===== src/rtl/register_arbiter_pkg.sv =====
// Shared types and constants for the register arbiter slice.
package register_arbiter_pkg;

    typedef enum logic [1:0] {StIdle, StHold, StGap} state_e;

    localparam int unsigned DATA_W_DEFAULT = 7;

    // Index width that stays legal for a single-entry vector.
    function automatic int unsigned idx_width(input int unsigned n);
        return (n > 1) ? $clog2(n) : 1;
    endfunction

endpackage


===== src/rtl/register_arbiter_if.sv =====
// Request/grant bundle between the requesters and the register arbiter.
interface register_arbiter_if #(
    parameter int unsigned NUM_REQ = 4,
    parameter int unsigned DATA_W  = register_arbiter_pkg::DATA_W_DEFAULT
);
    localparam int unsigned IdxW = register_arbiter_pkg::idx_width(NUM_REQ);

    logic [NUM_REQ-1:0]        req;
    logic [NUM_REQ*DATA_W-1:0] req_data;
    logic [NUM_REQ-1:0]        gnt;
    logic [NUM_REQ-1:0]        done;
    logic [DATA_W-1:0]         reg_din;
    logic                      reg_enable;
    logic [IdxW-1:0]           owner;
    logic                      busy;

    modport master (
        output req, req_data,
        input  gnt, done, reg_din, reg_enable, owner, busy
    );

    modport slave (
        input  req, req_data,
        output gnt, done, reg_din, reg_enable, owner, busy
    );

endinterface


===== src/rtl/register_arbiter_rr_picker.sv =====
// Combinational round-robin select: first set request at or after ptr, with wrap.
module rr_picker
    import register_arbiter_pkg::*;
#(
    parameter int unsigned NUM_REQ = 4,
    parameter int unsigned IDX_W   = idx_width(NUM_REQ)
) (
    input  logic [NUM_REQ-1:0] req,
    input  logic [IDX_W-1:0]   ptr,
    output logic               any,
    output logic [IDX_W-1:0]   winner
);

    int unsigned      idx;
    logic [IDX_W-1:0] sel;

    // Walk offsets from farthest to nearest so the nearest set bit is the last write.
    always_comb begin
        any    = 1'b0;
        winner = '0;
        idx    = 0;
        sel    = '0;
        for (int i = NUM_REQ - 1; i >= 0; i--) begin
            idx = (int'(ptr) + i) % NUM_REQ;
            sel = IDX_W'(idx);
            if (req[sel]) begin
                any    = 1'b1;
                winner = sel;
            end
        end
    end

endmodule


===== src/rtl/register_arbiter.sv =====
// Round-robin owner of the shared display register: fixed hold window, then a one-cycle clear gap.
module register_arbiter
    import register_arbiter_pkg::*;
#(
    parameter int unsigned NUM_REQ     = 4,
    parameter int unsigned DATA_W      = DATA_W_DEFAULT,
    parameter int unsigned HOLD_CYCLES = 8
) (
    input logic              clock,
    input logic              reset_n,
    register_arbiter_if.slave bus
);

    localparam int unsigned     IdxW    = idx_width(NUM_REQ);
    localparam int unsigned     CntW    = $clog2(HOLD_CYCLES + 1);
    localparam logic [CntW-1:0] LastCnt = CntW'(HOLD_CYCLES - 1);
    localparam logic [IdxW-1:0] LastIdx = IdxW'(NUM_REQ - 1);

    state_e              state_q, state_d;
    logic [CntW-1:0]     cnt_q, cnt_d;
    logic [IdxW-1:0]     ptr_q, ptr_d;
    logic [IdxW-1:0]     owner_q, owner_d;
    logic [NUM_REQ-1:0]  gnt_q, gnt_d;
    logic [NUM_REQ-1:0]  done_q, done_d;
    logic [DATA_W-1:0]   din_q, din_d;
    logic                en_q, en_d;
    logic                busy_q, busy_d;

    logic                pick_any;
    logic [IdxW-1:0]     pick_idx;
    logic                owner_req;

    rr_picker #(
        .NUM_REQ (NUM_REQ),
        .IDX_W   (IdxW)
    ) u_picker (
        .req    (bus.req),
        .ptr    (ptr_q),
        .any    (pick_any),
        .winner (pick_idx)
    );

    assign owner_req = bus.req[owner_q];

    always_comb begin
        state_d = state_q;
        cnt_d   = cnt_q;
        ptr_d   = ptr_q;
        owner_d = '0;
        gnt_d   = '0;
        done_d  = '0;
        din_d   = '0;
        en_d    = 1'b0;
        busy_d  = 1'b0;
        unique case (state_q)
            StHold: begin
                // Completion or abandon both release the register and rotate past the owner.
                if ((cnt_q == LastCnt) || !owner_req) begin
                    state_d = StGap;
                    cnt_d   = '0;
                    ptr_d   = (owner_q == LastIdx) ? '0 : owner_q + 1'b1;
                end else begin
                    state_d = StHold;
                    cnt_d   = cnt_q + 1'b1;
                    owner_d = owner_q;
                    gnt_d   = gnt_q;
                    din_d   = din_q;
                    en_d    = 1'b1;
                    busy_d  = 1'b1;
                    done_d  = (cnt_d == LastCnt) ? gnt_q : '0;
                end
            end
            default: begin
                if (pick_any) begin
                    state_d = StHold;
                    cnt_d   = '0;
                    owner_d = pick_idx;
                    gnt_d   = NUM_REQ'(1) << pick_idx;
                    din_d   = bus.req_data[pick_idx*DATA_W +: DATA_W];
                    en_d    = 1'b1;
                    busy_d  = 1'b1;
                    done_d  = (HOLD_CYCLES == 1) ? gnt_d : '0;
                end else begin
                    state_d = StIdle;
                end
            end
        endcase
    end

    always_ff @(posedge clock or negedge reset_n) begin
        if (!reset_n) begin
            state_q <= StIdle;
            cnt_q   <= '0;
            ptr_q   <= '0;
            owner_q <= '0;
            gnt_q   <= '0;
            done_q  <= '0;
            din_q   <= '0;
            en_q    <= 1'b0;
            busy_q  <= 1'b0;
        end else begin
            state_q <= state_d;
            cnt_q   <= cnt_d;
            ptr_q   <= ptr_d;
            owner_q <= owner_d;
            gnt_q   <= gnt_d;
            done_q  <= done_d;
            din_q   <= din_d;
            en_q    <= en_d;
            busy_q  <= busy_d;
        end
    end

    assign bus.gnt        = gnt_q;
    assign bus.done       = done_q;
    assign bus.reg_din    = din_q;
    assign bus.reg_enable = en_q;
    assign bus.owner      = owner_q;
    assign bus.busy       = busy_q;

endmodule

===== src/flat_wrapper.sv =====
// flat-port wrapper written by rule: the top's interface ports become plain ports
module register_arbiter_flat import register_arbiter_pkg::*;
#(
    parameter int unsigned NUM_REQ     = 4,
    parameter int unsigned DATA_W      = DATA_W_DEFAULT,
    parameter int unsigned HOLD_CYCLES = 8
)
  (clock, reset_n, bus_req, bus_req_data, bus_gnt, bus_done, bus_reg_din, bus_reg_enable, bus_owner, bus_busy);
  register_arbiter_if #(.NUM_REQ(NUM_REQ), .DATA_W(DATA_W)) bus_i ();
  input logic clock;
  input logic reset_n;
  input wire logic [$bits(bus_i.req)-1:0] bus_req;
  input wire logic [$bits(bus_i.req_data)-1:0] bus_req_data;
  output wire logic [$bits(bus_i.gnt)-1:0] bus_gnt;
  output wire logic [$bits(bus_i.done)-1:0] bus_done;
  output wire logic [$bits(bus_i.reg_din)-1:0] bus_reg_din;
  output wire logic [$bits(bus_i.reg_enable)-1:0] bus_reg_enable;
  output wire logic [$bits(bus_i.owner)-1:0] bus_owner;
  output wire logic [$bits(bus_i.busy)-1:0] bus_busy;
  assign bus_i.req = bus_req;
  assign bus_i.req_data = bus_req_data;
  assign bus_gnt = bus_i.gnt;
  assign bus_done = bus_i.done;
  assign bus_reg_din = bus_i.reg_din;
  assign bus_reg_enable = bus_i.reg_enable;
  assign bus_owner = bus_i.owner;
  assign bus_busy = bus_i.busy;
  register_arbiter #(.NUM_REQ(NUM_REQ), .DATA_W(DATA_W), .HOLD_CYCLES(HOLD_CYCLES)) u_core (.clock(clock), .reset_n(reset_n), .bus(bus_i));
endmodule

===== config.mk =====
export PLATFORM = sky130hd
export DESIGN_NAME = register_arbiter_flat
export DESIGN_NICKNAME = d
export VERILOG_FILES = /design/src/rtl/register_arbiter_pkg.sv /design/src/rtl/register_arbiter_if.sv /design/src/rtl/register_arbiter_rr_picker.sv /design/src/rtl/register_arbiter.sv /design/src/flat_wrapper.sv
export SDC_FILE = /design/constraint.sdc
export NUM_CORES = 1
export LEC_CHECK = 0
export ABC_AREA = 1
export CORE_ASPECT_RATIO = 1.2
export CORE_UTILIZATION = 29
export DETAILED_ROUTE_END_ITERATION = 7
export REMOVE_ABC_BUFFERS = 1
export SLEW_MARGIN = 10
export SYNTH_ARGS = -nofsm -noshare
export SYNTH_HDL_FRONTEND = slang
export SYNTH_SLANG_ARGS = --single-unit

===== constraint.sdc =====
create_clock -name clock -period 1.69 [get_ports clock]
set_input_delay 0.507 -clock clock [delete_from_list [all_inputs] [get_ports clock]]
set_output_delay 0.507 -clock clock [all_outputs]
set_load 0.005 [all_outputs]

# Word level (Yosys, flattened, before mapping)
# Cells that the tools add are included.
[word_totals]
register_bits = 26
latch_bits = 0
ram_bits = 0
rom_bits = 0
inputBits = 34
out_inout_bits = 19
n_memories = 0
[op_classes]
addsub = 5
mul = 1
div_mod_pow = 0
magnitude_cmp = 5
n_eq_ne = 5
n_shift = 2
mux = 40
n_bitwise = 0
n_reduce_logical = 4
[op_table]
columns = ["cell", "count"]
rows = [
  ["$mux 4", 9],
  ["$shiftx 28x6->7", 1],
  ["$mux 7", 3],
  ["$mux 2", 10],
  ["$lt 2x3->1 const B", 5],
  ["$mux 1", 13],
  ["$bmux 1 s2", 5],
  ["$eq 4x3->1 const B", 2],
  ["$mul 2x3->5 const B", 1],
  ["$add 2x1->2 const B", 2],
  ["$add 2x2->2 const B", 2],
  ["$add 4x1->4 const B", 1],
  ["$shl 1x2->4 const A", 1],
  ["$eq 2x1->1 const B", 1],
  ["$eq 2x2->1 const B", 1],
  ["$ne 2x1->1 const B", 1],
  ["$reduce_and 2->1", 1],
  ["$reduce_bool 2->1", 1],
  ["$logic_not 1->1", 1],
  ["$logic_or 1x1->1", 1],
]

# Depth between registers and ports, before layout
# Gate-level depths: netlist of the first run.
[logic_depth]
ltp_word = 11
depth_mapped = 15
depth_no_buf = 13

# By module
# A second synthesis of the first run with hierarchy kept.
[hier_totals]
cells_unflattened = 216
area_unflattened_um2 = 1605.3
[by_module_without_submodules]
columns = ["mod", "n_inst", "cells_each", "area_per_inst_um2", "seq_area_each_um2"]
rows = [
  ["register_arbiter", 1, 170, 1392.6, 625.6],
  ["rr_picker", 1, 46, 212.7, 0.0],
]

# Worst setup path before layout of the first run
# No wires, ideal clock.
[synth_path]
path_kind = "input to register"
start = "input bus_req[1]"
end = "register u_core.din_q[4] (netlist: u_core.bus.reg_din[4])"
arrival_time_ns = 1.526
required_ns = 1.573
path_slack_ns = 0.048
cell_stages = 13
path_buffers = 1
cell_sequence = "inv_1 > nand2_1 > nand3_1 > nand2_1 > nor2_1 > nand3_2 > buf_6 > nand3_2 > nand2_1 > nand2_1 > nand2_1 > nand2_1 > nand2_1"
[synth_via]
elab_chain_cells = 10
word_cells_on_any_way = 25
classes_between = "mul: 1; eq/ne: 1; shift: 1; mux: 20; reduce/logical: 2"
[synth_lines]
columns = ["element", "line", "text"]
rows = [
  ["start, declared", "flat_wrapper.sv:12", "input wire logic [$bits(bus_i.req)-1:0] bus_req;"],
  ["$bmux 1 s2", "register_arbiter_rr_picker.sv:26", "if (req[sel]) begin"],
  ["$mux 1 (not written as such)", "register_arbiter_rr_picker.sv:26", ""],
  ["$mux 2 (4 in series)", "register_arbiter_rr_picker.sv:26", ""],
  ["$mul 2x3->5", "register_arbiter.sv:79", "din_d = bus.req_data[pick_idx*DATA_W +: DATA_W];"],
  ["$shiftx 28x6->7", "register_arbiter.sv:79", ""],
  ["$mux 7", "register_arbiter.sv:74", "if (pick_any) begin"],
  ["$mux 7", "register_arbiter.sv:55", "unique case (state_q)"],
  ["end signal, assigned", "register_arbiter.sv:108", "din_q <= din_d;"],
  ["end, declared", "register_arbiter.sv:25", "logic [DATA_W-1:0] din_q, din_d;"],
]
# Parallel ways exist; a longest one is shown, timed or not. The select of a mux whose other input is x is not followed.
# A chain may end at the register's enable or synchronous reset.

# Final worst setup path of the first run
[layout_path]
start = "register u_core.ptr_q[0]"
end = "register u_core.din_q[0] (netlist: u_core.bus.reg_din[0])"
[layout_via]
elab_chain_cells = 11
word_cells_on_any_way = 23
classes_between = "add/sub: 3; mul: 1; shift: 1; mux: 18"
[layout_lines]
columns = ["element", "line", "text"]
rows = [
  ["start, declared", "register_arbiter.sv:21", "logic [IdxW-1:0] ptr_q, ptr_d;"],
  ["start signal, assigned", "register_arbiter.sv:104", "ptr_q <= ptr_d;"],
  ["$add 2x2->2", "register_arbiter_rr_picker.sv:24", "idx = (int'(ptr) + i) % NUM_REQ;"],
  ["$bmux 1 s2", "register_arbiter_rr_picker.sv:26", ""],
  ["$mux 1 (not written as such)", "register_arbiter_rr_picker.sv:26", ""],
  ["$mux 2 (4 in series)", "register_arbiter_rr_picker.sv:26", ""],
  ["$mul 2x3->5", "register_arbiter.sv:79", ""],
  ["$shiftx 28x6->7", "register_arbiter.sv:79", ""],
  ["$mux 7 *", "register_arbiter.sv:74", ""],
  ["$mux 7 *", "register_arbiter.sv:55", ""],
]
# Mark *: on every way between the ends. The rest lies on a longest branch, timed or not. The select of a mux whose other input is x is not followed.

==> results.md, run 1 <==
- Via density per instance: approximately 4.8
- DRT Pass-1 Iters: 6
- Share of the synthesized area in the top cell type: 37.6%
- Endpoints failing setup: 9
- Area grow syn2layout: 67.8%
- Hold_buf cts: 0
- Setup TNS: -0.625 ns
- Die area: 6050 um^2
- Worst setup path class: flip-flop to flip-flop
- #FFs+latches synth: 25
- Dpl hpwl: 3250 um
- I/O Buffers: 52
- Commonest cells after routing, fill and taps aside: 66 x nand2_1, 42 x clkdlybuf4s50_1, 23 x dfrtp_1
- CTS Sinks: 25
- Avg Inst Size Synth: 7.50 um^2
- M2 GR Usage: 28.4%
- PD cells: 2020 nW/um^2
- Largest net degree at the start of global routing: 26
- Reg2reg path depth: 14
- Sequential fraction of the synthesis area: around 38%
- Root Driver: clkbuf_8
- Cell Int Power: 2.84 mW
- Final setup margin: -0.0921 ns
- Fin crit share: 105%
- CTS buffer count: 3
- Slew HR: approximately three quarters
- Worst clock skew: 0.00397 ns
- Met3 Use GR: 3.33%
- CTS tree: done
- Leakage: around 1.4 nW
- Max Fanout on Critical Path: 7
- Hold depth: 2
- Switching portion of total power: 49.7%
- Antenna diodes: 0
- Yosys warns: 0
- GRT Max-Usage Layer: met2
- Final #Nets: 340
- Netlist cell types: 25
- CP Launch Type: flip-flop
- Chip Width: between 70 and 80 um
- Hold_ws: 0.491 ns
- Final Critical Period: 1.78 ns
- Status: finished with violations
- Drt total wl: 4860 um
- Gr usage total: about 16%
- Peak VDD IR: 0.803 mV
- Iter 0 DRT Violations: 63
- Final core occ: 51.7%
- Leading area contributor after synthesis: dfrtp_1
- Vias in the first global route: 1709
- CP Capture Type: flip-flop
- Area contributors post-synth: dfrtp_1 38%, nand2_1 17%, nand3_1 9.0%, nand3_2 7.8%, inv_1 4.1%
- Reg power frac: around 17%
- Grt ovf: 0
- Max Cap Viol: 0
- Final Max Tran Viols: 0
- Core Area: 5410 um^2
- Starting density of the core: 30.8%
- Worst-path clk slew: 0.09 ns
- Clk buf depth: 2
- Cell Rows: 29
- Placed Area: around 2300 um^2
- Worst skew pair latency: around 0.27 ns
- Worst-Margin Slew: 0.390 ns
- Synthesized area: 1670 um^2
- Initial antenna violation count: 0
- Max Clk Rate: ~560 MHz
- Clk pwr share: roughly 6.2%
- Place WS: -0.654 ns
- Endpoints failing hold: 0
- Met1 GRT Util: around a fifth
- Syn Inst Count: 222
- Final Wtd Congestion: 0.841
- Final Instance Area: 2790 um^2
- Most common cell after layout, fill and taps aside: nand2_1
- Comb power frac: 77.3%
- Max H-tree Level: 1
- Min-delay worst type: flip-flop to flip-flop
- DRT antenna net count: 0
- Global-route wire length before repair: 7730 um
- Req. time, crit path: 1.86 ns
- Critical Path AT: 1.95 ns
- Failing checks: DRC, setup timing
- WL per Instance: approximately 13 um
- Ports: 53
- Vias: approximately 1700
- Residual DRC count: 2
- Net switching power: around 2.8 mW
- Die height: 85.0 um
- Fillers: between 500 and 600
- Unrepaired setup endpoints after global routing: yes
- Share of layout cells above drive strength 1: between 30% and 40%
==> power by group through the flow <==
stage | Clock [mW] | Combinational, mW | Sequential, mW
after global placement | 0 | 3.16 | 0.982
after detailed placement | 0 | 3.20 | 0.977
after CTS | 0.360 | 3.77 | 0.926
final | 0.349 | 4.36 | 0.928
after global routing | 0.388 | 4.77 | 0.956
after floorplan | 0 | 1.97 | 0.965
==> layout make-up <==
cell class              instances  area [um^2]  area share (%)
well taps                      62         77.6            2.78
clock buffers                   3         41.3            1.48
flip-flops and latches         25          628            22.5
multi-input cells             170         1150            41.1
clock inverters                 1         5.00           0.179
inverters                      23         93.8            3.36
repair buffers                 80          800            28.6
==> final timing paths <==
check / startpoint / endpoint / slack [ns]
worst min-delay path: u_core.bus.reg_din[2] / u_core.bus.reg_din[2] / 0.49
worst max-delay path: u_core.ptr_q[0] / u_core.bus.reg_din[0] / -0.09
max in group asynchronous: reset_n / u_core.ptr_q[1] / 0.83
min in group asynchronous: reset_n / u_core.ptr_q[0] / 0.61
worst max register to register: u_core.ptr_q[0] / u_core.bus.reg_din[0] / -0.09
worst min register to register: u_core.bus.reg_din[2] / u_core.bus.reg_din[2] / 0.49
==> synth_stat cells (all sizes together) <==
| cell type | count |
|---|---|
| a21oi | 4 |
| a22o | 1 |
| buf | 6 |
| clkbuf | 1 |
| dfrtp | 25 |
| ha | 3 |
| inv | 23 |
| nand2 | 84 |
| nand3 | 44 |
| nor2 | 8 |
| nor3 | 4 |
| o21ai | 14 |
| o22ai | 2 |
| xnor2 | 1 |
| xor2 | 2 |
==> metrics by stage <==
step                total power, mW  instances
global placement               4.15        347
detailed placement             4.18        347
finish                         5.63        364
floorplan                      2.94        215
global route                   6.12        364
CTS                            5.06        358
==> what timing repair did <==
item,in CTS,in global routing
hold endpoints to repair,0,0
pin swaps,9,41
gates resized for setup,28,45
setup buffers,5,4
gates cloned,2,2
endpoints found under the setup margin,27,27
==> layer usage <==
| metal | wire (um) | vias up |
|---|---|---|
| met3 | 182 | 6 |
| met1 | 2070 | 815 |
| li1 | - | 883 |
| met2 | 2560 | 40 |
| met5 | 0 | - |
| met4 | 46 | 0 |
==> sequential cells by signal (all words and copies together) (netlist names) <==
| signal | count |
|---|---|
| u_core.bus.reg_din | 7 |
| u_core.bus.done | 4 |
| u_core.bus.owner | 2 |
| u_core.state_q | 2 |
| u_core.ptr_q | 2 |
| u_core.bus.gnt | 4 |
| u_core.cnt_q | 4 |
==> kinds of logic after synthesis <==
logic type      Yosys count  share of synthesized area (%)
simple gates            140                           41.6
buf+inv                  30                           9.17
flops                    25                           37.6
compound gates           21                           7.81
xor+xnor                  3                           1.58
fa+ha+maj                 3                           2.25
==> worst max-delay path, cell delays in order, from the launching register on <==
cell,delay [ns]
dfrtp_2,0.43
buf_6,0.15
inv_6,0.08
nand2_1,0.06
nand2_1,0.09
nand2_2,0.07
nand3_4,0.16
nand3_4,0.12
clkbuf_16,0.18
nand3_2,0.05
nand2_1,0.04
nand2_1,0.06
nand2_2,0.06
nand2_1,0.06
nand2_1,0.05
Note: power is estimated with default switching activity, not from simulation.
==> run 2: changes to the inputs <==
--- a/config.mk
+++ b/config.mk
@@ -10,7 +10,7 @@
 export CORE_UTILIZATION = 29
 export DETAILED_ROUTE_END_ITERATION = 7
 export REMOVE_ABC_BUFFERS = 1
-export SLEW_MARGIN = 10
+export SLEW_MARGIN = 20
 export SYNTH_ARGS = -nofsm -noshare
 export SYNTH_HDL_FRONTEND = slang
 export SYNTH_SLANG_ARGS = --single-unit
==> results of run 2 <==
No change in the layout: final DEF, timing and power equal those of run 1.
